**src/rtl/pulse_gate_ctrl.sv**
```systemverilog
// -----------------------------------------------------------------------------
// pulse_gate_ctrl
// Measurement-window controller for one downstream pulse counter. The counter
// counts while o_cnt_en is high and clears itself while o_cnt_en is low.
// A start request opens a gate of i_gate_len cycles; at gate close the counter
// value is captured together with a wrap-around flag and a sequence number,
// and offered to the consumer through a valid/ready handshake. Continuous mode
// re-arms after each accepted result; i_abort drops everything back to IDLE.
//
// Ports:
//   i_clk, i_rst_n     clock, synchronous active-low reset
//   i_start            one-cycle start request (honoured in IDLE only)
//   i_continuous       re-arm automatically after each accepted result
//   i_abort            terminate the running measurement
//   i_gate_len         gate length in cycles, sampled on start / re-arm
//   o_cnt_en           counter enable (low clears the counter)
//   i_pulse_cnt        current counter value
//   o_busy             controller is not idle
//   o_result           captured count
//   o_overflow         counter wrapped during the gate of this result
//   o_meas_id          sequence number of the presented result
//   o_result_valid     result available
//   i_result_ready     consumer accepts the result
//   o_err_cfg          one-cycle pulse: start rejected, gate length zero
// -----------------------------------------------------------------------------
module pulse_gate_ctrl #(
    parameter int GATE_W = 24,
    parameter int CNT_W  = 16,
    parameter int ID_W   = 8
) (
    input  logic              i_clk,
    input  logic              i_rst_n,
    input  logic              i_start,
    input  logic              i_continuous,
    input  logic              i_abort,
    input  logic [GATE_W-1:0] i_gate_len,
    output logic              o_cnt_en,
    input  logic [CNT_W-1:0]  i_pulse_cnt,
    output logic              o_busy,
    output logic [CNT_W-1:0]  o_result,
    output logic              o_overflow,
    output logic [ID_W-1:0]   o_meas_id,
    output logic              o_result_valid,
    input  logic              i_result_ready,
    output logic              o_err_cfg
);

    typedef enum logic [2:0] {
        ST_IDLE    = 3'd0,
        ST_ARM     = 3'd1,
        ST_GATE    = 3'd2,
        ST_CAPTURE = 3'd3,
        ST_DONE    = 3'd4
    } state_t;

    localparam logic [GATE_W-1:0] GATE_ZERO = GATE_W'(0);
    localparam logic [GATE_W-1:0] GATE_ONE  = GATE_W'(1);
    localparam logic [CNT_W-1:0]  CNT_ZERO  = CNT_W'(0);
    localparam logic [ID_W-1:0]   ID_ZERO   = ID_W'(0);
    localparam logic [ID_W-1:0]   ID_ONE    = ID_W'(1);

    state_t              state_r;
    state_t              state_s;
    logic                load_len_s;
    logic                err_s;
    logic                len_zero_s;
    logic                handshake_s;
    logic [GATE_W-1:0]   gate_cnt_r;
    logic [CNT_W-1:0]    prev_cnt_r;
    logic                ovf_trk_r;
    logic [CNT_W-1:0]    result_r;
    logic                overflow_r;
    logic [ID_W-1:0]     meas_id_r;
    logic                cnt_en_r;
    logic                busy_r;
    logic                valid_r;
    logic                err_cfg_r;

    assign len_zero_s  = (i_gate_len == GATE_ZERO);
    assign handshake_s = valid_r & i_result_ready;

    // Next-state logic; abort wins over everything outside IDLE.
    always_comb begin
        state_s    = state_r;
        load_len_s = 1'b0;
        err_s      = 1'b0;
        case (state_r)
            ST_IDLE: begin
                // A coincident abort cancels the start request.
                if (i_start && !i_abort) begin
                    if (len_zero_s) begin
                        err_s = 1'b1;
                    end else begin
                        state_s    = ST_ARM;
                        load_len_s = 1'b1;
                    end
                end else begin
                    state_s = ST_IDLE;
                end
            end
            ST_ARM: begin
                if (i_abort) begin
                    state_s = ST_IDLE;
                end else begin
                    state_s = ST_GATE;
                end
            end
            ST_GATE: begin
                if (i_abort) begin
                    state_s = ST_IDLE;
                end else if (gate_cnt_r == GATE_ONE) begin
                    state_s = ST_CAPTURE;
                end else begin
                    state_s = ST_GATE;
                end
            end
            ST_CAPTURE: begin
                if (i_abort) begin
                    state_s = ST_IDLE;
                end else begin
                    state_s = ST_DONE;
                end
            end
            ST_DONE: begin
                if (i_abort) begin
                    state_s = ST_IDLE;
                end else if (handshake_s) begin
                    if (i_continuous && !len_zero_s) begin
                        state_s    = ST_ARM;
                        load_len_s = 1'b1;
                    end else if (i_continuous) begin
                        state_s = ST_IDLE;
                        err_s   = 1'b1;
                    end else begin
                        state_s = ST_IDLE;
                    end
                end else begin
                    state_s = ST_DONE;
                end
            end
            default: begin
                state_s = ST_IDLE;
            end
        endcase
    end

    // State register and outputs decoded from the next state so they are registered.
    always_ff @(posedge i_clk) begin
        if (!i_rst_n) begin
            state_r   <= ST_IDLE;
            cnt_en_r  <= 1'b0;
            busy_r    <= 1'b0;
            valid_r   <= 1'b0;
            err_cfg_r <= 1'b0;
        end else begin
            state_r   <= state_s;
            cnt_en_r  <= (state_s == ST_GATE);
            busy_r    <= (state_s != ST_IDLE);
            valid_r   <= (state_s == ST_DONE);
            err_cfg_r <= err_s;
        end
    end

    // Gate length counter: loaded on start/re-arm, counts down while the gate is open.
    always_ff @(posedge i_clk) begin
        if (!i_rst_n) begin
            gate_cnt_r <= GATE_ZERO;
        end else if (load_len_s) begin
            gate_cnt_r <= i_gate_len;
        end else if (state_r == ST_GATE) begin
            gate_cnt_r <= gate_cnt_r - GATE_ONE;
        end else begin
            gate_cnt_r <= gate_cnt_r;
        end
    end

    // Wrap tracker: a count lower than the previous one during the gate means a wrap.
    // Previous value starts at zero because the counter is cleared during ARM.
    always_ff @(posedge i_clk) begin
        if (!i_rst_n) begin
            prev_cnt_r <= CNT_ZERO;
            ovf_trk_r  <= 1'b0;
        end else if (state_r == ST_ARM) begin
            prev_cnt_r <= CNT_ZERO;
            ovf_trk_r  <= 1'b0;
        end else if (state_r == ST_GATE) begin
            prev_cnt_r <= i_pulse_cnt;
            ovf_trk_r  <= ovf_trk_r | (i_pulse_cnt < prev_cnt_r);
        end else begin
            prev_cnt_r <= prev_cnt_r;
            ovf_trk_r  <= ovf_trk_r;
        end
    end

    // Result capture at gate close; skipped when the capture cycle is aborted.
    always_ff @(posedge i_clk) begin
        if (!i_rst_n) begin
            result_r   <= CNT_ZERO;
            overflow_r <= 1'b0;
            meas_id_r  <= ID_ZERO;
        end else if ((state_r == ST_CAPTURE) && (state_s == ST_DONE)) begin
            result_r   <= i_pulse_cnt;
            overflow_r <= ovf_trk_r;
            meas_id_r  <= meas_id_r + ID_ONE;
        end else begin
            result_r   <= result_r;
            overflow_r <= overflow_r;
            meas_id_r  <= meas_id_r;
        end
    end

    assign o_cnt_en       = cnt_en_r;
    assign o_busy         = busy_r;
    assign o_result       = result_r;
    assign o_overflow     = overflow_r;
    assign o_meas_id      = meas_id_r;
    assign o_result_valid = valid_r;
    assign o_err_cfg      = err_cfg_r;

endmodule

```
**config.mk**
```make
export PLATFORM = sky130hd
export DESIGN_NAME = pulse_gate_ctrl
export DESIGN_NICKNAME = d
export VERILOG_FILES = /design/src/rtl/pulse_gate_ctrl.sv
export SDC_FILE = /design/constraint.sdc
export NUM_CORES = 1
export LEC_CHECK = 0
export CORE_AREA = 3 3 110 112
export CTS_CLUSTER_DIAMETER = 30
export DETAILED_ROUTE_END_ITERATION = 16
export DIE_AREA = 0 0 113 115
export GPL_ROUTABILITY_DRIVEN = 0
export PLACE_DENSITY_LB_ADDON = 0.15
export REMOVE_ABC_BUFFERS = 1
export SLEW_MARGIN = 20
export SYNTH_ARGS = -nofsm -noshare
export SYNTH_HDL_FRONTEND = slang
export SYNTH_SLANG_ARGS = --single-unit
```
**constraint.sdc**
```tcl
create_clock -name i_clk -period 4.5 [get_ports i_clk]
set_clock_uncertainty 0.05 [all_clocks]
set_input_delay 0.675 -clock i_clk [delete_from_list [all_inputs] [get_ports i_clk]]
set_output_delay 0.675 -clock i_clk [all_outputs]
set_load 0.03 [all_outputs]
```
Word level (Yosys, flattened, before mapping). Index checks and enable logic that the tools add are counted.

$mul: 0. Reduce and logical (&&, ||, !) cells: 10. Shift-type cells: 0. Magnitude comparators: 1. Add/subtract/negate cells: 2. Equal/unequal tests: 7. Bitwise operators: 3. Div/mod/pow operators: 0. Muxes and demuxes: 25.

Operators with widths (number): $mux W24 (2); $eq A24 B1 Y1 const B (1); $logic_not A24 Y1 (1); $sub A24 B1 Y24 const B (1); $lt A16 B16 Y1 (1); $mux W3 (5); $pmux W3 S5 (1); $mux W1 (13); $eq A3 B2 Y1 const B (3); $add A8 B1 Y8 const B (1); $eq A3 B3 Y1 const B (2); $mux W2 (2); $pmux W1 S2 (2); $eq A3 B1 Y1 const B (1); $logic_and A1 B1 Y1 (3); $logic_not A3 Y1 (1); $reduce_bool A3 Y1 (1); $logic_not A1 Y1 (2); $reduce_bool A2 Y1 (1); $reduce_or A2 Y1 (1); $and A1 B1 Y1 (1); $not A1 Y1 (1); $or A1 B1 Y1 (1).

Memories: 0. Word-level logic and storage cells: 59. RAM bits: 0. Flip-flop bits (word level): 73. Latch bits: 0. ROM bits: 0.

Depth between registers and ports, before layout. Gate-level depths: netlist of run 1.

Depth after elaboration: 9. Gate-level depth with buffers: 7. Gate-level depth less buffers: 7.

Worst setup path after synthesis of run 1. No wires, ideal clock.

Path kind: input port to flip-flop. From: in i_gate_len[13]. To: reg busy_r (netlist: o_busy). Library setup time: 120 ps. Stages: 6. Required time: 4330 ps. Arrival time: 1961 ps. Setup slack: 2369 ps. Buffers on the path: 1. Cells stage by stage: nor4_1 -> nand4_1 -> o21ai_2 -> buf_2 -> o41ai_1 -> a211o_1.

Cells in the longest elaborated chain, start to end: 8. Elaborated cells on any way between the ends: 10. Those cells by class: mux: 6; reduce/logical: 4.

Ends and longest elaborated chain: start: declaration (line 36) `input logic [GATE_W-1:0] i_gate_len,`; $logic_not A24 Y1 * (line 79) `assign len_zero_s = (i_gate_len == GATE_ZERO);`; $logic_not A1 Y1 (line 128) `if (i_continuous && !len_zero_s) begin`; $logic_and A1 B1 Y1 (line 128); $mux W1 (line 128); $mux W3 (line 127) `end else if (handshake_s) begin`; $mux W3 (line 125) `if (i_abort) begin`; $pmux W3 S5 * (line 87) `case (state_r)`; $reduce_bool A3 Y1 * (line 158) `busy_r <= (state_s != ST_IDLE);`; end signal: assignment (line 158); end: declaration (line 75) `logic busy_r;`.

Mark *: on every way between the ends. The rest lies on a longest branch, timed or not. A chain may end at the register's enable or synchronous reset.

Worst setup path in the final report of run 1.
From: in i_result_ready. To: reg gate_cnt_r[23].

Cells in the longest elaborated chain, start to end: 5. Elaborated cells on any way between the ends: 6. Those cells by class: mux: 4; bitwise: 1; reduce/logical: 1.

Ends and longest elaborated chain: start: declaration (line 44) `input logic i_result_ready,`; $and A1 B1 Y1 * (line 80) `assign handshake_s = valid_r & i_result_ready;`; $mux W1 * (line 127); $mux W1 * (line 125); $pmux W1 S2 * (line 87); $mux W24 or $reduce_bool A2 Y1 (tied branches); end signal: assignment (line 169) `gate_cnt_r <= i_gate_len;`; end signal: assignment (line 171) `gate_cnt_r <= gate_cnt_r - GATE_ONE;`; end signal: assignment (line 173) `gate_cnt_r <= gate_cnt_r;`; end: declaration (line 68) `logic [GATE_W-1:0] gate_cnt_r;`.

Marked as above.

==> impl_results.md, run 1 <==
- Status: finished clean
- Number of buffers added on ports: 74
- Max_slew headroom: 55.8%
- Slew @ Worst Pin: 0.658 ns
- Synth Warn #: 0
- Avg Cell Area, Syn: 8.21 um2
- CTS tree: built
- Clk root buf: clkbuf_16
- Synth top area cells: dfxtp_1 (40%), nand2_1 (9.1%), a21oi_1 (7.5%), ha_1 (6.2%), nor2_1 (2.5%)
- Sequential-to-total area share from yosys stat: 40.1%
- Chip Width: 113 um
- Pin count of the biggest net entering global routing: 36
- Met3 Use GR: 3.53%
- Cells after Synth: 444
- Static leakage: 1.65 nW
- Layout cells sized above 1: 7.16%
- Vias in the first global route: 3265
- Final Critical Period: 2.56 ns
- Clk buf depth: 2
- Global route overflow: 0
- DP Wirelength: 6640 um
- Hold-fix buffers, CTS: 0
- Max-capacitance violation count: 0
- Die area: 13000 um2
- Power Density: 329 nW/um2
- Routed len/inst: 14.1 um
- Drt initial violations: 217
- Total number of vias: 3336
- Arrival time at the worst endpoint: 2.72 ns
- Sw Pwr: 0.000404 W
- Initial antenna violation count: 0
- Met1 GRT Util: 19.0%
- Filler instances: 1186
- Setup TNS: 0 ns
- Vias per cell: 5.05
- Cell taking the most area after synthesis: dfxtp_1
- Row count: 39
- Cell-internal power: 0.00119 W
- Slew Limit Fails: 0
- Sw frac: 25.4%
- CP required: 4.67 ns
- Hold Fails Final Rpt: 0
- CP startpoint kind: input pin
- CTS buffer count: 9
- TritonCTS Sinks: 73
- Clk slew on worst S/H paths: 0.06 ns
- Crit-path max FO: 35
- Initial core utilization: 32.2%
- Chip Height: 115 um
- Top FF cell, synth: dfxtp_1
- Placed Cells: 644
- Part of the power in combinational logic: 12.4%
- Yosys reg bits: 73
- RSZ-0062 raised after global routing: false
- Clk_lat worst skew: 0.33 ns
- # IOs: 75
- Area grow syn2layout: 32.4%
- Hold Path Class: reg2reg
- Area share of the largest cell type after synthesis: 40.1%
- Number of enable flip-flop cells after synthesis: 0
- Synthesized area: 3650 um2
- Setup Fix Bufs, Post-CTS: 0
- Clock network fraction of design power: 44.7%
- DRC violations left: 0
- Seq pwr share: 42.9%
- Most Used Layer, Global Route: met2
- Period utilization: 56.8%
- Number of diodes: 0
- Setup CP Type: in2reg
- Synth unique cells: 61
- Final non-filler cell total: 660
- Post-route ant nets: 0
- First-pass iteration count of the detailed router: 4
- GR Util All Layers: 14.9%
- CP endpoint kind: flop
- Post-CTS resize count: 0
- First-pass GRT wire length: 15800 um
- Final nets: 576
- CTS H-tree depth: 3
- Drt total wl: 9330 um
- Fmax: 391 MHz
- Met2 global-route usage: 25.3%
- Worst IR Drop VDD: 0.176 mV
- Synth async-reset ratio: 0%
- Final Setup Violations: 0
- Core area: 11300 um2
[stage by stage]
step           util, %  hold WS (ns)  setup slack (ns)  total power, W  area (um2)
2_1_floorplan        -         0.386              1.18        0.000800        3540
3_3_place_gp      40.0         0.391              1.63        0.000892        4530
3_5_place_dp      40.0         0.397              1.61        0.000894        4530
4_1_cts           42.7         0.405              1.94         0.00162        4830
5_1_grt           42.7         0.421              1.82         0.00167        4830
6_report          42.7         0.402              1.94         0.00159        4830
[critical path: stages]
cell and delay (ns):
clkdlybuf4s50_1 0.48, nand4_1 0.14, a2111oi_4 0.37, buf_4 0.28
o21ai_2 0.07, buf_4 0.25, o311a_1 0.16, o31a_1 0.28
[registers in the layout, indices dropped and copies added, names as in the netlist]
signal	cells
prev_cnt_r	16
state_r	3
o_err_cfg	1
o_busy	1
o_cnt_en	1
o_overflow	1
ovf_trk_r	1
o_result	16
o_result_valid	1
gate_cnt_r	24
o_meas_id	8
[power groups by stage]
stage	sequential [W]	combinational, W	clock (W)
5_1_grt	0.000684	0.000219	0.000766
3_5_place_dp	0.000696	0.000198	0
4_1_cts	0.000682	0.000199	0.000742
6_report	0.000682	0.000197	0.000712
2_1_floorplan	0.000694	0.000106	0
3_3_place_gp	0.000696	0.000197	0
[layer usage]
| layer | up-vias | wire [um] |
|---|---|---|
| li1 | 1717 | - |
| met2 | 78 | 4380 |
| met1 | 1535 | 4450 |
| met4 | 0 | 65 |
| met3 | 6 | 437 |
| met5 | - | 0 |
[cells in the mapped netlist (all sizes together), types with 4 or more instances]
master and instances:
a21oi 55, a31oi 5, and2 4, buf 7, clkbuf 18, dfxtp 73, ha 18, inv 22
nand2 88, nand2b 5, nand3 16, nand4 6, nor2 24, nor3 7, nor4 12, o211ai 5
o21ai 4, o31a 4, or3 6, xor2 6
[worst paths after layout]
| kind | slack, ns | endpoint | depth (start not counted) | start |
|---|---|---|---|---|
| max | 1.94 | gate_cnt_r[23]$_SDFFE_PN0P_ | 8 | i_result_ready |
| min | 0.40 | o_result[0]$_SDFFE_PN0P_ | 2 | o_result[0]$_SDFFE_PN0P_ |
| max reg2reg | 2.11 | gate_cnt_r[21]$_SDFFE_PN0P_ | 6 | state_r[1]$_SDFF_PN0_ |
| min reg2reg | 0.40 | o_result[0]$_SDFFE_PN0P_ | 2 | o_result[0]$_SDFFE_PN0P_ |
[placed cells by master (no fill, tap or decap), drive strengths merged, types with 3 or more instances in the layout]
master	instances
nand2	88
clkdlybuf4s50	74
dfxtp	73
a21oi	55
nor2	24
inv	23
ha	18
nand3	16
nor4	12
clkbuf	10
buf	8
nor3	7
nand4	6
xor2	6
or3	6
nand2b	5
o211ai	5
a31oi	5
and2	4
o31a	4
o21ai	4
o22a	3
or2	3
a211oi	3
xnor2	3
o311a	3
o21a	3
o311ai	3
clkinvlp	3
nor3b	3
or4	3
[logic make-up after synthesis]
| logic type | synth area share (%) |
|---|---|
| AOI/OAI and AO/OA | 20.1 |
| xor gates and xnor gates | 2.16 |
| adders and majority gates | 6.18 |
| buffers and inverters | 5.22 |
| DFF | 40.1 |
| muxes | 0.309 |
| and+or+nand+nor | 25.9 |
[final cells by class]
cell class	instances	area, um2	share of cell area (%)
repair buffers	82	801	16.6
multi-input cells	324	2010	41.6
well taps	143	179	3.71
clock inverters	6	66.3	1.37
flip-flops and latches	73	1460	30.3
inverters	22	82.6	1.71
clock buffers	10	229	4.74
No activity file was read; power rests on OpenSTA's default activity.
==> run 2, diff against run 1 <==
==> constraint.sdc (replaced) <==
create_clock -name i_clk -period 2.6 [get_ports i_clk]
set_clock_uncertainty 0.05 [all_clocks]
set_input_delay 0.39 -clock i_clk [delete_from_list [all_inputs] [get_ports i_clk]]
set_output_delay 0.39 -clock i_clk [all_outputs]
set_load 0.03 [all_outputs]
==> impl_results.md, run 2 (same netlist as run 1, synthesis figures left out) <==
- Status: finished clean
- Post-route ant nets: 0
- Top Family by Delay on Critical Path: compound AO/OA/AOI/OAI gates
- Pin count of the biggest net entering global routing: 30
- CTS buffer count: 9
- TritonCTS Sinks: 73
- Power Density: 573 nW/um2
- Final non-filler cell total: 665
- Clock network fraction of design power: 45.2%
- Most frequent cells in the layout: nand2_1 (88), clkdlybuf4s50_1 (74), dfxtp_1 (73), a21oi_1 (55), nor2_1 (24)
- Layout cells sized above 1: 8.05%
- First-pass GRT wire length: 15600 um
- Sw Pwr: 0.000682 W
- Buf/Inv on CP: 1
- Hold Path Class: reg2reg
- Slew Limit Fails: 0
- Number of diodes: 0
- Period utilization: 86.0%
- Post-CTS resize count: 0
- Sw frac: 24.4%
- Clk slew on worst S/H paths: 0.06 ns
- Row count: 39
- # IOs: 75
- Final nets: 581
- Global route overflow: 0
- Final Setup Violations: 0
- GR Util All Layers: 14.8%
- Drt initial violations: 138
- Core area: 11300 um2
- Fmax: 447 MHz
- Routed len/inst: 14.3 um
- Setup CP Type: reg2reg
- Vias per cell: 5.15
- Post-Layout Inst Area: 4880 um2
- Crit-path max FO: 15
- Placement Cell Area: 4570 um2
- Static leakage: 1.69 nW
- Max-capacitance violation count: 0
- Clk_lat worst skew: 0.33 ns
- Part of the power in combinational logic: 12.6%
- Clk root buf: clkbuf_16
- Max_slew headroom: 61.8%
- Final Critical Period: 2.24 ns
- Largest register by flop count: gate_cnt_r
- Crit-path cells: nand4_1 -> a2111oi_4 -> o21ai_2 -> buf_4 -> a32o_1 -> o21a_1
- Fin Hold WS: 0.403 ns
- Hold-fix buffers, CTS: 0
- Total number of vias: 3427
- Slew @ Worst Pin: 0.566 ns
- CP endpoint kind: flop
- CP required: 2.78 ns
- Initial core utilization: 32.2%
- RSZ-0062 raised after global routing: false
- Hold Fails Final Rpt: 0
- Cell-internal power: 0.00211 W
- Setup TNS: 0 ns
- Clk buf depth: 2
- Initial antenna violation count: 0
- Area grow syn2layout: 33.8%
- First-pass iteration count of the detailed router: 4
- Chip Width: 113 um
- Seq pwr share: 42.2%
- DP Wirelength: 6860 um
- CP startpoint kind: flop
- Worst path max stage delay: 0.59 ns
- Worst IR Drop VDD: 0.346 mV
- Die area: 13000 um2
- Chip Height: 115 um
- Most common cell after layout, fill and taps aside: nand2_1
- CTS tree: built
- CTS H-tree depth: 3
- Arrival time at the worst endpoint: 2.41 ns
- DRC violations left: 0
- Drt total wl: 9540 um
- Vias in the first global route: 3230
- CP max stage cell: dfxtp_1
- Max reg flops: 24
- Number of buffers added on ports: 74
- Setup Fix Bufs, Post-CTS: 0
- Placed Cells: 649
==> run 2: routing by layer <==
| metal | GRT usage, % | routed length [um] | share of wire [%] | vias up |
|---|---|---|---|---|
| met2 | 25.6 | 4630 | 49 | 79 |
| li1 | - | - | - | 1728 |
| met3 | 3.58 | 461 | 4.8 | 9 |
| met5 | 0 | 0 | 0 | - |
| met4 | 5.13 | 123 | 1.3 | 0 |
| met1 | 18.1 | 4330 | 45 | 1611 |
==> run 2: worst paths after layout <==
path	from	to	slack, ns	depth (start not counted)
worst max-delay path	state_r[2]$_SDFF_PN0_	gate_cnt_r[11]$_SDFFE_PN0P_	0.36	6
worst min-delay path	prev_cnt_r[4]$_SDFFE_PP0P_	prev_cnt_r[4]$_SDFFE_PP0P_	0.40	2
worst max register to register	state_r[2]$_SDFF_PN0_	gate_cnt_r[11]$_SDFFE_PN0P_	0.36	6
worst min register to register	prev_cnt_r[4]$_SDFFE_PP0P_	prev_cnt_r[4]$_SDFFE_PP0P_	0.40	2
==> run 2: worst reg2reg max path, cell delays in order (launching register included) <==
cell	delay (ns)
dfxtp_1	0.59
nand4_1	0.22
a2111oi_4	0.48
o21ai_2	0.15
buf_4	0.22
a32o_1	0.26
o21a_1	0.16
==> run 2: area by class of cell <==
type                       count  area, um2
tap                          143        179
multi-input combinational    324       2010
clock buffer                  12        256
fill                        1162       6440
sequential                    73       1460
inverter                      22       82.6
clock inverter                 4       51.3
timing repair buffer          87        838
==> run 2: power by group through the flow <==
stage	combinational [W]	clock [W]	sequential, W
6_report	0.000352	0.00126	0.00118
5_1_grt	0.000390	0.00134	0.00118
4_1_cts	0.000355	0.00131	0.00118
3_5_place_dp	0.000352	0	0.00120
3_3_place_gp	0.000350	0	0.00120
2_1_floorplan	0.000183	0	0.00120
==> run 2: stage by stage <==
step | setup slack (ns) | power, W | utilization, %
6_report | 0.364 | 0.00279 | 43.1
2_1_floorplan | -0.547 | 0.00138 | -
3_3_place_gp | 0.180 | 0.00155 | 40.4
5_1_grt | 0.217 | 0.00291 | 43.1
4_1_cts | 0.348 | 0.00284 | 43.1
3_5_place_dp | 0.147 | 0.00156 | 40.4
